File: config.mk
export PLATFORM = sky130hd
export DESIGN_NAME = lcd_message_writer
export DESIGN_NICKNAME = d
export VERILOG_FILES = /design/src/rtl/lcd_message_writer.sv
export SDC_FILE = /design/constraint.sdc
export NUM_CORES = 1
export LEC_CHECK = 0
export ABC_AREA = 0
export ABC_CLOCK_PERIOD_IN_PS = 4700
export CAP_MARGIN = 5
export CORE_MARGIN = 2
export CORE_UTILIZATION = 54
export CTS_CLUSTER_SIZE = 12
export DETAILED_ROUTE_END_ITERATION = 7
export PLACE_DENSITY = 0.85
export SYNTH_ARGS = -nofsm -noshare
export SYNTH_HDL_FRONTEND = slang
export SYNTH_SLANG_ARGS = --single-unit
File: constraint.sdc
create_clock -name clk -period 4.7 [get_ports clk]
set_input_delay 0.94 -clock clk [delete_from_list [all_inputs] [get_ports clk]]
set_output_delay 0.94 -clock clk [all_outputs]
set_load 0.02 [all_outputs]
File: src/rtl/lcd_message_writer.sv
// lcd_message_writer: latches a 32-character frame and writes it to a 16x2 HD44780-style LCD
// over an 8-bit parallel bus. Handles power-up wait, init commands and all bus timing.
// Optional feature: define LCD_AUTO_REFRESH_EN to redraw automatically after REFRESH_CYCLES
// idle cycles.
module lcd_message_writer #(
    parameter int unsigned PWRUP_CYCLES      = 800000,
    parameter int unsigned E_CYCLES          = 12,
    parameter int unsigned CMD_WAIT_CYCLES   = 2500,
    parameter int unsigned CLEAR_WAIT_CYCLES = 100000
`ifdef LCD_AUTO_REFRESH_EN
    ,
    parameter int unsigned REFRESH_CYCLES    = 2500000
`endif
) (
    input  logic         clk,
    input  logic         rst_n,
    input  logic [255:0] message,
    input  logic         start,
    output logic         busy,
    output logic         done,
    output logic         lcd_rs,
    output logic         lcd_rw,
    output logic         lcd_e,
    output logic [7:0]   lcd_data
);

    typedef enum logic [3:0] {
        StPwrup, StInit, StIdle, StLatch, StAddr1, StChr1, StAddr2, StChr2, StDone
    } state_e;

    typedef enum logic [1:0] {PhSetup, PhEnable, PhWait} phase_e;

    state_e         state_q, state_d;
    phase_e         phase_q, phase_d;
    logic [31:0]    cnt_q, cnt_d;
    logic [4:0]     idx_q, idx_d;
    logic           pending_q, pending_d;
    logic [255:0]   frame_q, frame_d;
    logic           rs_q, rs_d;
    logic [7:0]     data_q, data_d;
    logic           e_q, e_d;
    logic           busy_q, busy_d;
    logic           done_q, done_d;

    logic [31:0]    wait_len;
    logic           tx_done;
    logic           refresh_hit;
    logic           load_tx;
    logic           tx_rs;
    logic           tx_is_char;
    logic [7:0]     tx_byte;

    function automatic logic is_tx(input state_e s);
        return (s == StInit) || (s == StAddr1) || (s == StChr1) || (s == StAddr2) ||
               (s == StChr2);
    endfunction

    function automatic logic [7:0] init_cmd(input logic [1:0] i);
        logic [7:0] c;
        unique case (i)
            2'd0:    c = 8'h38;
            2'd1:    c = 8'h0C;
            2'd2:    c = 8'h01;
            default: c = 8'h06;
        endcase
        return c;
    endfunction

    // Clear needs the long settle time; a 0x01 character (rs=1) does not.
    assign wait_len = (!rs_q && data_q == 8'h01) ? CLEAR_WAIT_CYCLES : CMD_WAIT_CYCLES;
    assign tx_done  = (phase_q == PhWait) && (cnt_q == wait_len - 32'd1);

`ifdef LCD_AUTO_REFRESH_EN
    logic [31:0] refresh_q, refresh_d;

    assign refresh_hit = (state_q == StIdle) && (refresh_q == REFRESH_CYCLES - 32'd1);

    // Idle-cycle counter for auto refresh; cleared whenever the FSM leaves IDLE.
    always_comb begin
        refresh_d = 32'd0;
        if (state_q == StIdle && state_d == StIdle) begin
            refresh_d = refresh_q + 32'd1;
        end
    end

    // Refresh counter register.
    always_ff @(posedge clk or negedge rst_n) begin
        if (!rst_n) begin
            refresh_q <= 32'd0;
        end else begin
            refresh_q <= refresh_d;
        end
    end
`else
    assign refresh_hit = 1'b0;
`endif

    // Next-state logic: main FSM, transaction phase sequencer and registered outputs.
    always_comb begin
        state_d    = state_q;
        phase_d    = phase_q;
        cnt_d      = cnt_q;
        idx_d      = idx_q;
        frame_d    = frame_q;
        rs_d       = rs_q;
        data_d     = data_q;
        load_tx    = 1'b0;
        tx_rs      = 1'b0;
        tx_is_char = 1'b0;
        tx_byte    = 8'h00;

        // A start that cannot be served right now is remembered once.
        pending_d = pending_q;
        if (state_q == StLatch) begin
            pending_d = 1'b0;
        end
        if (start && state_q != StIdle) begin
            pending_d = 1'b1;
        end

        // Setup -> enable (E_CYCLES) -> wait; completion is handled per state below.
        if (is_tx(state_q)) begin
            unique case (phase_q)
                PhSetup: begin
                    phase_d = PhEnable;
                    cnt_d   = 32'd0;
                end
                PhEnable: begin
                    if (cnt_q == E_CYCLES - 32'd1) begin
                        phase_d = PhWait;
                        cnt_d   = 32'd0;
                    end else begin
                        cnt_d = cnt_q + 32'd1;
                    end
                end
                default: cnt_d = cnt_q + 32'd1;
            endcase
        end

        unique case (state_q)
            StPwrup: begin
                if (cnt_q == PWRUP_CYCLES - 32'd1) begin
                    state_d = StInit;
                    idx_d   = 5'd0;
                    load_tx = 1'b1;
                    tx_byte = init_cmd(2'd0);
                end else begin
                    cnt_d = cnt_q + 32'd1;
                end
            end
            StInit: begin
                if (tx_done) begin
                    if (idx_q[1:0] == 2'd3) begin
                        state_d = StIdle;
                    end else begin
                        idx_d   = idx_q + 5'd1;
                        load_tx = 1'b1;
                        tx_byte = init_cmd(idx_q[1:0] + 2'd1);
                    end
                end
            end
            StIdle: begin
                if (start || pending_q || refresh_hit) begin
                    state_d = StLatch;
                end
            end
            StLatch: begin
                frame_d = message;
                state_d = StAddr1;
                load_tx = 1'b1;
                tx_byte = 8'h80;
            end
            StAddr1: begin
                if (tx_done) begin
                    state_d    = StChr1;
                    idx_d      = 5'd0;
                    load_tx    = 1'b1;
                    tx_is_char = 1'b1;
                end
            end
            StChr1: begin
                if (tx_done) begin
                    load_tx = 1'b1;
                    if (idx_q == 5'd15) begin
                        state_d = StAddr2;
                        tx_byte = 8'hC0;
                    end else begin
                        idx_d      = idx_q + 5'd1;
                        tx_is_char = 1'b1;
                    end
                end
            end
            StAddr2: begin
                if (tx_done) begin
                    state_d    = StChr2;
                    idx_d      = 5'd16;
                    load_tx    = 1'b1;
                    tx_is_char = 1'b1;
                end
            end
            StChr2: begin
                if (tx_done) begin
                    // Index stops at 31; never wraps past the last character.
                    if (idx_q == 5'd31) begin
                        state_d = StDone;
                    end else begin
                        idx_d      = idx_q + 5'd1;
                        load_tx    = 1'b1;
                        tx_is_char = 1'b1;
                    end
                end
            end
            default: state_d = StIdle;
        endcase

        if (tx_is_char) begin
            tx_rs   = 1'b1;
            tx_byte = frame_q[{idx_d, 3'b000} +: 8];
        end

        if (load_tx) begin
            phase_d = PhSetup;
            cnt_d   = 32'd0;
            rs_d    = tx_rs;
            data_d  = tx_byte;
        end

        e_d    = is_tx(state_d) && (phase_d == PhEnable);
        busy_d = (state_d != StIdle);
        done_d = (state_d == StDone);
    end

    // State and output registers.
    always_ff @(posedge clk or negedge rst_n) begin
        if (!rst_n) begin
            state_q   <= StPwrup;
            phase_q   <= PhSetup;
            cnt_q     <= 32'd0;
            idx_q     <= 5'd0;
            pending_q <= 1'b0;
            frame_q   <= '0;
            rs_q      <= 1'b0;
            data_q    <= 8'h00;
            e_q       <= 1'b0;
            busy_q    <= 1'b1;
            done_q    <= 1'b0;
        end else begin
            state_q   <= state_d;
            phase_q   <= phase_d;
            cnt_q     <= cnt_d;
            idx_q     <= idx_d;
            pending_q <= pending_d;
            frame_q   <= frame_d;
            rs_q      <= rs_d;
            data_q    <= data_d;
            e_q       <= e_d;
            busy_q    <= busy_d;
            done_q    <= done_d;
        end
    end

    assign lcd_rs   = rs_q;
    assign lcd_rw   = 1'b0;
    assign lcd_e    = e_q;
    assign lcd_data = data_q;
    assign busy     = busy_q;
    assign done     = done_q;

endmodule

==> out/summary.txt, run 1 <==
#FFs+latches synth -> 312
FF-to-FF setup slack -> 630 ps
Total of max-cap violations -> 0
GPL Wtd Cong -> 0.959
Avg Cell Area, Syn -> 8.09 um^2
Die height -> 174 um
Post-synthesis sequential area ratio -> 50.1%
Worst slew pin tran -> 1400 ps
Period utilisation layout -> 86.7%
Port-buffer cells -> 270
Die area -> 30200 um^2
Dominant cell type by area after synthesis -> dfrtp_1
Worst EP arrival -> 4450 ps
HP Class -> primary input to async pin
DP HPWL -> 36200 um
DRC Markers -> 0
R2R cell count -> 11
LEAKAGE -> 8.55 nW
Largest cells by area after synthesis -> dfrtp_1 (50%), nand2_1 (23%), mux2i_1 (5.3%), nand3_1 (2.3%), clkbuf_1 (2.1%)
Final Slew Violations -> 0
Clock Latency Late Sink -> 530 ps
Total power -> 5.62 mW
Critical Path End Type -> flip-flop
Slew HR -> 6.78%
CTS max path bufs -> 3
Synth cell count leaders -> nand2_1 (937), dfrtp_1 (311), clkbuf_1 (87)
Clk slew on worst S/H paths -> 60 ps
CP Class -> flip-flop to flip-flop
Number of DRC markers in iteration 0 -> 1586
Final hold vios -> 0
CTS sink cnt -> 312
Fmax achieved -> 245 MHz
Top-area cell type share of the netlist area -> 50.0%
Post-CTS Setup Bufs -> 0
Hold Buf Count CTS -> 0
Worst hold margin -> 459 ps
Max Clock Skew -> 21.0 ps
Number of top-level pins -> 272
Setup TNS -> 0 ps
GR Util All Layers -> 33.3%
N_diodes -> 0
Via count -> 14600
Total CTS buffers -> 35
Total power divided by cell area -> 286 nW/um^2
Min Tclk post-route -> 4070 ps
Synth Warn # -> 0
Synth Flop Type -> dfrtp_1
FF-to-FF Start -> cnt_q[8]
Setup-failing EPs final -> 0
Asr flop ratio synth -> 100%
Synthesized cell area -> 15600 um^2
WL per Instance -> 19.7 um
R2r endpoint -> lcd_data[6]
DR pass1 iterations -> 6
Number of flops mapped to enable cells by yosys -> 0
Final ANT Viol Nets -> 0
Chip width -> 174 um
Share of cells above drive strength 1 -> 4.90%
H-Tree Depth -> 2
Worst setup SP type -> flip-flop
Final Util -> 68.8%
Clock root buffer -> clkbuf_16
DP Area -> 18600 um^2
CTS tree -> done
First-pass GRT wire length -> 79800 um
Crit Path Max Fanout -> 40
Vias in the first global route -> 14700
Layout Nets -> 2409
Std-Cell Core Area -> 28500 um^2
Setup crit start -> cnt_q[8]
Unique masters post-synth -> 69
Most common cell in the netlist -> nand2_1
Initial Utilization -> 54.5%
Filler cells -> 2328
Post_cts resized -> 0
Crit path to -> lcd_data[6]
Peak supply drop -> 0.000199 V
Largest net degree at the start of global routing -> 259
Unrepaired setup endpoints after global routing -> no
Final Cell Area -> 19700 um^2
Critical Path RT -> 5080 ps
GRT Residual Overflow -> 0
Status -> completed
WL final -> 50100 um
Row cnt -> 62
Avg Vias per Cell -> 5.72
Post-Syn Instances -> 1924
Initial antenna violation count -> 0
Area grow syn2layout -> 26.2%
Syn nets -> 2191
state kept, by name, summed over array words and instances (netlist names):
signal and cells:
phase_q 2, done 1, lcd_data 8, idx_q 5
frame_q 256, pending_q 1, cnt_q 32, lcd_rs 1
state_q 4, lcd_e 1, busy 1
worst min-delay path by stage:
stage	start	cells past startpoint	slack (ps)	to
floorplan	frame_q[178]	2	440	frame_q[178]
global placement	frame_q[146]	2	450	frame_q[146]
detailed placement	frame_q[23]	2	460	frame_q[23]
CTS	frame_q[23]	2	470	frame_q[23]
global route	frame_q[214]	2	490	frame_q[214]
finish	rst_n	1	460	frame_q[85]
logic make-up after synthesis:
group / after synthesis / synth area share [%]
muxes: 91 / 5.92
other: 1 / 0.0241
buffers and inverters: 127 / 3.40
DFF: 312 / 50.1
xor gates and xnor gates: 19 / 1.07
and+or+nand+nor: 1213 / 32.1
AOI/OAI and AO/OA: 153 / 6.73
adders and majority gates: 8 / 0.643
placed cells by master (no fill, tap or decap), types with 10 or more instances in the layout:
master,synthesis,final
buf_4,1,24
nor3_1,14,14
mux2i_1,82,82
xor2_1,13,13
nand3_1,73,72
and2_1,11,11
a21oi_1,35,35
clkdlybuf4s50_1,0,269
or3_1,12,12
nand4_1,31,31
clkbuf_16,0,35
nand2_1,937,937
and3_1,14,13
a32oi_1,10,10
dfrtp_1,311,311
a31oi_1,15,15
o21ai_0,30,30
nor2_1,77,77
worst max-delay path, stage by stage (launching register included):
cell      delay, ps
dfrtp_1         480
or3_1           400
or3_1           360
mux2i_1         380
nand2_1         290
a311oi_4        390
buf_4           530
and2_1          400
nand3_1         110
and4_1          210
a311oi_1        250
nand3_1         110
report_power, final:
part	switching [mW]	leakage (nW)	internal [mW]	total, mW
combinational	0.0916	5.03	0.193	0.284
clock	1.10	0.529	1.54	2.64
sequential	0.0000000000000000149	2.99	2.69	2.69
total	1.19	8.55	4.42	5.62
stage by stage:
step | instances | setup slack (ps)
2_1_floorplan | 1924 | 1420
3_3_place_gp | 2489 | 786
3_5_place_dp | 2489 | 750
4_1_cts | 2547 | 687
5_1_grt | 2547 | 364
6_report | 2547 | 626
routing by layer:
metal | part of all wire (%) | track usage, % | wire length, um
met1 | 42 | 45.8 | 21000
met2 | 47 | 53.4 | 23400
met4 | 4.4 | 14.0 | 2190
met3 | 6.9 | 4.91 | 3440
met5 | 0 | 0 | 0
cell type report:
class	instances	area (um^2)	share of cell area (%)
Clock buffer	51	1010	5.12
Multi-Input combinational cell	1485	7260	37.0
Sequential cell	312	7810	39.7
Clock inverter	7	83.8	0.427
Inverter	10	40.0	0.204
Tap cell	384	480	2.45
Timing Repair Buffer	298	2970	15.1
(Power assumes the default switching activity.)
==> run 2, diff against run 1 <==
CAP_MARGIN = 20   (was 5)
==> results of run 2 <==
Same layout as run 1: the final DEF is identical, and so are final timing and power.
==> run 3, diff against run 2 <==
SKIP_LAST_GASP = 1   (was default)
==> results of run 3 <==
Same layout as run 1: the final DEF is identical, and so are final timing and power.
